`config.mk`:
```
export PLATFORM = sky130hd
export DESIGN_NAME = exc_redirect_ctrl
export DESIGN_NICKNAME = d
export VERILOG_FILES = /design/src/rtl/exc_redirect_ctrl_pkg.sv /design/src/rtl/exc_redirect_ctrl_oldest_sel.sv /design/src/rtl/exc_redirect_ctrl.sv
export SDC_FILE = /design/constraint.sdc
export NUM_CORES = 1
export LEC_CHECK = 0
export BUFFER_PORTS_ARGS = -buffer_cell sky130_fd_sc_hd__clkbuf_2
export CAP_MARGIN = 0
export CELL_PAD_IN_SITES_DETAIL_PLACEMENT = 0
export CELL_PAD_IN_SITES_GLOBAL_PLACEMENT = 1
export CORE_AREA = 2 2 171 173
export CTS_CLUSTER_SIZE = 30
export DETAILED_ROUTE_END_ITERATION = 16
export DIE_AREA = 0 0 173 175
export PLACE_DENSITY_LB_ADDON = 0.1
export SYNTH_ARGS = -nofsm -noshare
export SYNTH_HDL_FRONTEND = slang
export SYNTH_SLANG_ARGS = --single-unit
```
`constraint.sdc`:
```
create_clock -name clk -period 3.5 [get_ports clk]
set_input_delay 0 -clock clk [delete_from_list [all_inputs] [get_ports clk]]
set_output_delay 0 -clock clk [all_outputs]
set_load 0.005 [all_outputs]
```
`src/rtl/exc_redirect_ctrl_pkg.sv`:
```
// Shared definitions for the exception/interrupt redirect sequencer:
// ExcCode values, default handler vector and the sequencer state encoding.
package exc_redirect_ctrl_pkg;

  // ExcCode values written into Cause.ExcCode
  localparam logic [4:0] EXC_INT  = 5'h00;
  localparam logic [4:0] EXC_ADEL = 5'h04;
  localparam logic [4:0] EXC_ADES = 5'h05;
  localparam logic [4:0] EXC_SYS  = 5'h08;
  localparam logic [4:0] EXC_BP   = 5'h09;
  localparam logic [4:0] EXC_RI   = 5'h0A;
  localparam logic [4:0] EXC_OV   = 5'h0C;

  // General exception entry point (BEV=1)
  localparam logic [31:0] EXC_VEC_DEFAULT = 32'hBFC00380;

  typedef enum logic [1:0] {
    ST_IDLE     = 2'd0,
    ST_FLUSH    = 2'd1,
    ST_REDIRECT = 2'd2
  } state_t;

endpackage

```
`src/rtl/exc_redirect_ctrl_oldest_sel.sv`:
```
// exc_oldest_sel: priority encoder returning the highest set request index
// (highest index = oldest pipeline stage) and whether any request is set.
module exc_oldest_sel #(
  parameter int NSTAGE = 4,
  parameter int IDX_W  = 2
) (
  input  logic [NSTAGE-1:0] req,
  output logic [IDX_W-1:0]  sel,
  output logic              hit
);

  // later iterations overwrite earlier ones, so the highest index wins
  always_comb begin
    sel = '0;
    hit = 1'b0;
    for (int i = 0; i < NSTAGE; i++) begin
      if (req[i]) begin
        sel = IDX_W'(i);
        hit = 1'b1;
      end
    end
  end

endmodule

```
`src/rtl/exc_redirect_ctrl.sv`:
```
// exc_redirect_ctrl: picks the oldest excepting instruction (or a pending
// interrupt attached to the oldest stage), pulses a one-cycle commit to CP0,
// flushes the pipe for FLUSH_CYC cycles, then redirects fetch.
// Optional build macro EXC_REDIRECT_STATS_EN adds exc_count/int_count.
//
// Redirect handshake: redirect_valid rises with redirect_pc already stable;
// both hold unchanged until a cycle where redirect_valid & redirect_ready,
// after which redirect_valid drops on the next cycle. No new event is taken
// in that transfer cycle.
module exc_redirect_ctrl
  import exc_redirect_ctrl_pkg::*;
#(
  parameter int          NSTAGE    = 4,
  parameter int          FLUSH_CYC = 2,
  parameter logic [31:0] EXC_VEC   = EXC_VEC_DEFAULT
) (
  input  logic                 clk,
  input  logic                 reset,
  input  logic [NSTAGE-1:0]    stg_valid,
  input  logic [NSTAGE-1:0]    stg_exc,
  input  logic [NSTAGE-1:0]    stg_eret,
  input  logic [NSTAGE-1:0]    stg_in_ds,
  input  logic [5*NSTAGE-1:0]  stg_code,
  input  logic [32*NSTAGE-1:0] stg_pc,
  input  logic [32*NSTAGE-1:0] stg_badvaddr,
  input  logic                 int_pending,
  input  logic [31:0]          cp0_epc,
  output logic                 commit_valid,
  output logic [4:0]           commit_code,
  output logic [31:0]          commit_pc,
  output logic [31:0]          commit_badvaddr,
  output logic                 commit_in_ds,
  output logic                 commit_eret,
  output logic [NSTAGE-1:0]    flush,
  output logic                 stall,
  output logic                 redirect_valid,
  output logic [31:0]          redirect_pc,
  input  logic                 redirect_ready,
  output logic [1:0]           dbg_state
`ifdef EXC_REDIRECT_STATS_EN
  ,
  output logic [31:0]          exc_count,
  output logic [31:0]          int_count
`endif
);

  localparam int IDX_W = (NSTAGE > 1) ? $clog2(NSTAGE) : 1;

  state_t           state;
  logic [3:0]       flush_cnt;
  logic [IDX_W-1:0] oldest_idx;
  logic             exc_hit;
  logic             evt_take;
  logic [IDX_W-1:0] src_idx;
  logic [4:0]       evt_code;
  logic [31:0]      evt_pc;
  logic [31:0]      evt_badvaddr;
  logic             evt_in_ds;
  logic             evt_eret;

  assign dbg_state = state;

  exc_oldest_sel #(
    .NSTAGE(NSTAGE),
    .IDX_W (IDX_W)
  ) u_oldest_sel (
    .req(stg_valid & stg_exc),
    .sel(oldest_idx),
    .hit(exc_hit)
  );

  // choose the event source: oldest exception first, else interrupt on the oldest stage
  always_comb begin
    evt_take     = 1'b0;
    src_idx      = IDX_W'(NSTAGE - 1);
    evt_code     = EXC_INT;
    evt_pc       = '0;
    evt_badvaddr = '0;
    evt_in_ds    = 1'b0;
    evt_eret     = 1'b0;
    if (exc_hit) begin
      evt_take = 1'b1;
      src_idx  = oldest_idx;
    end else if (int_pending && stg_valid[NSTAGE-1]) begin
      evt_take = 1'b1;
    end
    for (int i = 0; i < NSTAGE; i++) begin
      if (IDX_W'(i) == src_idx) begin
        evt_pc       = stg_pc[i*32 +: 32];
        evt_badvaddr = stg_badvaddr[i*32 +: 32];
        evt_in_ds    = stg_in_ds[i];
        if (exc_hit) begin
          evt_code = stg_code[i*5 +: 5];
          evt_eret = stg_eret[i];
        end
      end
    end
  end

  // sequencer: IDLE -> FLUSH -> REDIRECT -> IDLE with registered outputs
  always_ff @(posedge clk) begin
    if (reset) begin
      state           <= ST_IDLE;
      flush_cnt       <= 4'd0;
      commit_valid    <= 1'b0;
      commit_code     <= 5'd0;
      commit_pc       <= 32'd0;
      commit_badvaddr <= 32'd0;
      commit_in_ds    <= 1'b0;
      commit_eret     <= 1'b0;
      flush           <= '0;
      stall           <= 1'b0;
      redirect_valid  <= 1'b0;
      redirect_pc     <= 32'd0;
    end else begin
      commit_valid <= 1'b0;
      case (state)
        ST_IDLE: begin
          if (evt_take) begin
            commit_valid    <= 1'b1;
            commit_code     <= evt_code;
            commit_pc       <= evt_pc;
            commit_badvaddr <= evt_badvaddr;
            commit_in_ds    <= evt_in_ds;
            commit_eret     <= evt_eret;
            redirect_pc     <= evt_eret ? cp0_epc : EXC_VEC;
            flush_cnt       <= 4'(FLUSH_CYC - 1);
            flush           <= '1;
            stall           <= 1'b1;
            state           <= ST_FLUSH;
          end
        end
        ST_FLUSH: begin
          if (flush_cnt == 4'd0) begin
            flush          <= '0;
            redirect_valid <= 1'b1;
            state          <= ST_REDIRECT;
          end else begin
            flush_cnt <= flush_cnt - 4'd1;
          end
        end
        ST_REDIRECT: begin
          if (redirect_ready) begin
            redirect_valid <= 1'b0;
            stall          <= 1'b0;
            state          <= ST_IDLE;
          end
        end
        default: begin
          flush          <= '0;
          stall          <= 1'b0;
          redirect_valid <= 1'b0;
          state          <= ST_IDLE;
        end
      endcase
    end
  end

`ifdef EXC_REDIRECT_STATS_EN
  // event counters, bumped on the same edge that raises commit_valid; ERET counts as an exception
  always_ff @(posedge clk) begin
    if (reset) begin
      exc_count <= 32'd0;
      int_count <= 32'd0;
    end else if (state == ST_IDLE && evt_take) begin
      if (exc_hit) exc_count <= exc_count + 32'd1;
      else         int_count <= int_count + 32'd1;
    end
  end
`endif

endmodule

```
== Word-level counts from Yosys, hierarchy flattened ==
Index checks and enable logic that the tools add are counted.

* Bits in registers: 116
* Output and inout port bits: 112
* Logic and storage cells: 93

* Add/sub/neg operators: 1
* Eq/ne operators: 9
* Multiplexer cells: 55
* Bitwise logic cells: 4
* Reduce and logical (&&, ||, !) cells: 12

{| class="wikitable"
|+ Operator list
! operator !! number
|-
| two-way mux 32 bit || 9
|-
| two-way mux 5 bit || 8
|-
| two-way mux 1 bit || 23
|-
| two-way mux 4 bit || 4
|-
| AND reduction 3 bit || 5
|-
| two-way mux 2 bit || 6
|-
| case mux 4 bit (3 select lines) || 1
|-
| inequality test 2 bit (second input constant) || 4
|-
| case mux 4 bit (2 select lines) || 1
|-
| case mux 1 bit (3 select lines) || 2
|-
| case mux 2 bit (3 select lines) || 1
|-
| AND 4 bit || 1
|-
| == test 2 bit (first input constant) || 2
|-
| logical NOT 2 bit || 2
|-
| logical NOT 4 bit || 1
|-
| subtractor 4 x 1 -> 4 bit (second input constant) || 1
|-
| inverter 1 bit || 3
|-
| == test 1 x 2 -> 1 bit (first input constant) || 1
|-
| == test 2 x 1 -> 1 bit (second input constant) || 1
|-
| == test 2 bit (second input constant) || 1
|-
| AND reduction 2 bit || 1
|-
| nonzero test 2 bit || 1
|-
| OR reduction 2 bit || 1
|-
| logical AND 1 bit || 1
|}

== Logic depth before layout (Yosys ltp) ==
* Word-level depth: 15
* Depth in mapped cells: 8
* Mapped depth without buffers: 6

== Hierarchy ==
A second synthesis with hierarchy kept.

* Cells, all modules: 758
* Area total of the unflattened synthesis: 6302.3 µm²

{| class="wikitable"
|+ By module, submodules not included
! module !! times used !! cells each !! area each (µm²)
|-
| exc_redirect_ctrl || 1 || 754 || 6278.5
|-
| exc_oldest_sel || 1 || 4 || 23.8
|}

== Worst setup path before layout ==
OpenSTA, ideal clock, no wires.

* Kind: register -> register
* From: register flush_cnt[0]
* To: register flush_cnt[1]
* Library setup time: 71 ps
* Arrival time: 1563 ps
* Data required time: 3429 ps
* Path slack: 1867 ps
* Stages on the path, launching flop included: 7
* Path buffers: 0
* Path through: dfxtp_1 > inv_1 > ha_1 > or3b_2 > and2_1 > or3_1 > a21oi_1

* Word-level cells in the longest chain between the ends: 3
* Elaborated cells on any way between the ends: 6
* Those cells by class: add/sub (1); eq/ne (1); mux (2); reduce/logical (2)

{| class="wikitable"
|+ RTL lines
! what !! line !! text
|-
| start, declared || exc_redirect_ctrl.sv:50 || <nowiki>logic [3:0] flush_cnt;</nowiki>
|-
| start signal, assigned || exc_redirect_ctrl.sv:127 || <nowiki>flush_cnt <= 4'(FLUSH_CYC - 1);</nowiki>
|-
| start signal, assigned || exc_redirect_ctrl.sv:139 || <nowiki>flush_cnt <= flush_cnt - 4'd1;</nowiki>
|-
| subtractor 4 x 1 -> 4 bit / logical NOT 4 bit (equally long branches) || exc_redirect_ctrl.sv:139, exc_redirect_ctrl.sv:134 ||
|-
| two-way mux 4 bit / inequality test 2 bit (equally long branches) || - ||
|-
| case mux 4 bit (2 select lines) / AND reduction 3 bit (equally long branches) || - ||
|}

Parallel ways exist; a longest one is shown, timed or not. The select of a mux whose other input is x is not followed.
A chain may end at the register's enable or synchronous reset.

== Worst setup path in the final report ==
* From: register state[1] (netlist: dbg_state[1])
* To: register commit_badvaddr[17]

* Word-level cells in the longest chain between the ends: 2

{| class="wikitable"
|+ RTL lines
! what !! line !! text
|-
| start, declared || exc_redirect_ctrl.sv:49 || <nowiki>state_t state;</nowiki>
|-
| start signal, assigned || exc_redirect_ctrl.sv:103 || <nowiki>state <= ST_IDLE;</nowiki>
|-
| start signal, assigned || exc_redirect_ctrl.sv:130 || <nowiki>state <= ST_FLUSH;</nowiki>
|-
| start signal, assigned || exc_redirect_ctrl.sv:137 || <nowiki>state <= ST_REDIRECT;</nowiki>
|-
| logical NOT 2 bit || exc_redirect_ctrl.sv:117 || <nowiki>case (state)</nowiki>
|-
| AND reduction 2 bit (no source line) || - ||
|-
| end signal, assigned || exc_redirect_ctrl.sv:123 || <nowiki>commit_badvaddr <= evt_badvaddr;</nowiki>
|-
| end, declared || exc_redirect_ctrl.sv:31 || <nowiki>output logic [31:0] commit_badvaddr,</nowiki>
|}

No other way between the ends.

==> results.json <==
{
  "postRouteWirelength_um": 34160,
  "synth.largest_area_cell": "dfxtp_1",
  "grt_max_degree": 141,
  "fill_cells": 3140,
  "slew_headroom": 0.4299,
  "rsz0062_at_grt": "false",
  "synth_ff_type": "dfxtp_1",
  "dieWidth_um": 173,
  "slowest_delay_ns": 0.60,
  "final_hold_viol_count": 0,
  "start_util": 0.2208,
  "stdcell_area_um2": 11080,
  "cts_resized": 0,
  "fin_crit_ns": 2.290,
  "worstMarginPinSlew_ns": 0.8532,
  "start_kind": "flop",
  "placement.io_buffers": 439,
  "path_clk_slew_ns": 0.06,
  "ir_worst_vdd_mv": 0.2945,
  "cp_cell_sequence": "a211o_4 -> buf_12 -> a21oi_1 -> a21oi_1 -> dlygate4sd3_1",
  "htreeDepth": 4,
  "critPathKind": "reg -> reg",
  "antenna_found_initial": 4,
  "cts.sinks": 113,
  "num_vias": 8669,
  "hold_path.class": "in -> reg",
  "core_um2": 28390,
  "syn_nets": 1161,
  "hp-start": "stg_code[11]",
  "ant_nets": 0,
  "synthTopCellsByArea": "dfxtp_1 36%, a21oi_1 12%, o311ai_0 9.8%",
  "synthTopCellsByCount": "154 x a21oi_1, 113 x dfxtp_1, 76 x clkbuf_1",
  "synth_edf_count": 0,
  "crit_fanout": 54,
  "syn_area_um2": 6270,
  "grt_pass1_vias": 9146,
  "num_io_pins": 440,
  "crit_slowest_cell": "a211o_4",
  "cts_buffer_depth": 2,
  "startpoint": "dbg_state[1]",
  "grt-ovfl-total": 0,
  "regArea_um2": 2262,
  "maxSlewViolCount": 0,
  "grt_busiest_layer": "met2",
  "placed_area_um2": 8735,
  "grt_usage": 0.2224,
  "yosys_warnings": 0,
  "synthCells": 832,
  "met2_usage": 0.3963,
  "cts_made_buffers": 17,
  "dieArea_um2": 30280,
  "cp_num_buf_inv": 2,
  "synthArstFlopShare": 0,
  "crit_top_cell": "a21oi_1",
  "seq_area_frac_synth": 0.3608,
  "multiInputGateArea_um2": 3324,
  "post_cts_buffers": 0,
  "status": "finished, final reports clean",
  "finalNetCount": 1703,
  "critPathRequiredTime_ns": 3.86,
  "crit_arrival_ns": 2.65,
  "met1_usage": 0.2574,
  "maxCapViolCount": 0,
  "avgSynthCellArea_um2": 7.536,
  "drc": 0,
  "wl_per_cell_um": 19.26,
  "r2r-start": "dbg_state[1]",
  "drtIter0Drc": 364,
  "hold_buffers": 172,
  "hpwl_um": 22750,
  "cts_tree": "yes",
  "grt_use_met3": 0.06049,
  "fin_util": 0.3904,
  "root_buffer": "clkbuf_16",
  "yosysUniqueCellTypes": 38,
  "clk_latency_ns": 0.42,
  "syn2layout_area_growth_pct": 76.79,
  "yosysMostFrequentCell": "a21oi_1",
  "worstSetupEndpointType": "flop",
  "vias_per_cell": 4.887,
  "crit_family": "buffers and inverters",
  "fin_worst_skew_ns": 0.009985,
  "gp_congestion": 0.7964,
  "layout_worst_path_cycle_share": 0.6543,
  "fp.dieH_um": 175,
  "synth_top_area_frac": 0.3608,
  "first_pass_iters": 4,
  "achievable-frequency_mhz": 436.7,
  "power_density_nw_per_um2": 478.3,
  "num_rows": 62,
  "fin_setup_tns_ns": 0,
  "p_leak_nw": 5.144,
  "layout-drive-gt1-share": 0.3670,
  "grt_pass1_wl_um": 52790,
  "ys_seq_elements": 113,
  "setup_violations": 0
}
## per-stage QoR
| step | setup slack, ns | total power [mW] | instances | hold WS, ns |
|---|---|---|---|---|
| after CTS | 1.211 | 5.360 | 1771 | 0.01176 |
| after global placement | 1.470 | 3.132 | 1567 | 0.2480 |
| after global routing | 1.030 | 5.618 | 1774 | 0.02675 |
| final | 1.210 | 5.302 | 1774 | 0.02548 |
| after floorplan | 1.867 | 2.403 | 832 | 0.1499 |
| after detailed placement | 1.413 | 3.128 | 1567 | 0.2492 |
## per-layer routing
layer  wire (um)  up-vias
met5          11        -
met4         800        2
met3        2441       44
met2       17070      348
met1       13840     4049
li1            -     4226
## path summary, 6_finish.rpt
kind | endpoint | slack (ns) | cells past startpoint
worst max-delay path | commit_badvaddr[17] | 1.21 | 5
worst min-delay path | commit_code[1] | 0.03 | 3
worst max register to register | commit_badvaddr[17] | 1.21 | 5
worst min register to register | redirect_pc[19] | 0.45 | 2
## worst register-to-register path: stages (launching register included)
cell           delay [ns]
dfxtp_1              0.54
a211o_4              0.60
buf_12               0.31
a21oi_1              0.07
a21oi_1              0.15
dlygate4sd3_1        0.57
## sequential cells by signal, indices dropped and copies added, names as in the netlist
| signal | cells |
|---|---|
| flush_cnt | 4 |
| dbg_state | 2 |
| redirect_pc | 32 |
| commit_pc | 32 |
| commit_code | 5 |
| commit_in_ds | 1 |
| flush | 1 |
| commit_eret | 1 |
| commit_valid | 1 |
| commit_badvaddr | 32 |
| redirect_valid | 1 |
| stall | 1 |
## cells in the final DEF (no fill, tap or decap), types with 9 or more instances in the layout
| master | netlist | layout |
|---|---|---|
| dfxtp_1 | 113 | 113 |
| nand3_1 | 74 | 74 |
| clkbuf_2 | 0 | 437 |
| a21oi_1 | 154 | 154 |
| nand2_1 | 31 | 29 |
| o311ai_0 | 70 | 70 |
| dlygate4sd3_1 | 0 | 172 |
| inv_1 | 75 | 74 |
| o211ai_1 | 70 | 70 |
| nand4_1 | 20 | 20 |
| o21ai_0 | 72 | 72 |
| clkbuf_16 | 0 | 17 |
| buf_4 | 6 | 9 |
| o221a_2 | 13 | 13 |
## layout make-up
| cell class | instances | share of cell area |
|---|---|---|
| inverters | 75 | 0.02551 |
| clock buffers | 17 | 0.03838 |
| flip-flops and latches | 113 | 0.2041 |
| well taps | 384 | 0.04335 |
| clock inverters | 15 | 0.01761 |
| repair buffers | 626 | 0.3705 |
| multi-input cells | 541 | 0.2999 |
| diodes | 3 | 0.0006773 |
## kinds of logic (layout without fill, tap and decap cells)
group	after synthesis	count (layout)	synth area share
xor+xnor	2	2	0.002794
mux	1	1	0.001597
other cells	0	3	0
buf+inv	178	733	0.1157
fa+ha+maj	1	1	0.001995
flops	113	113	0.3608
compound gates	392	392	0.4017
simple gates	145	145	0.1154
## report_power, final
part	internal (mW)	switching, mW
clock network	1.15	0.748
logic	0.852	0.900
registers	1.52	0.136
total	3.52	1.78
(Power assumes the default switching activity.)
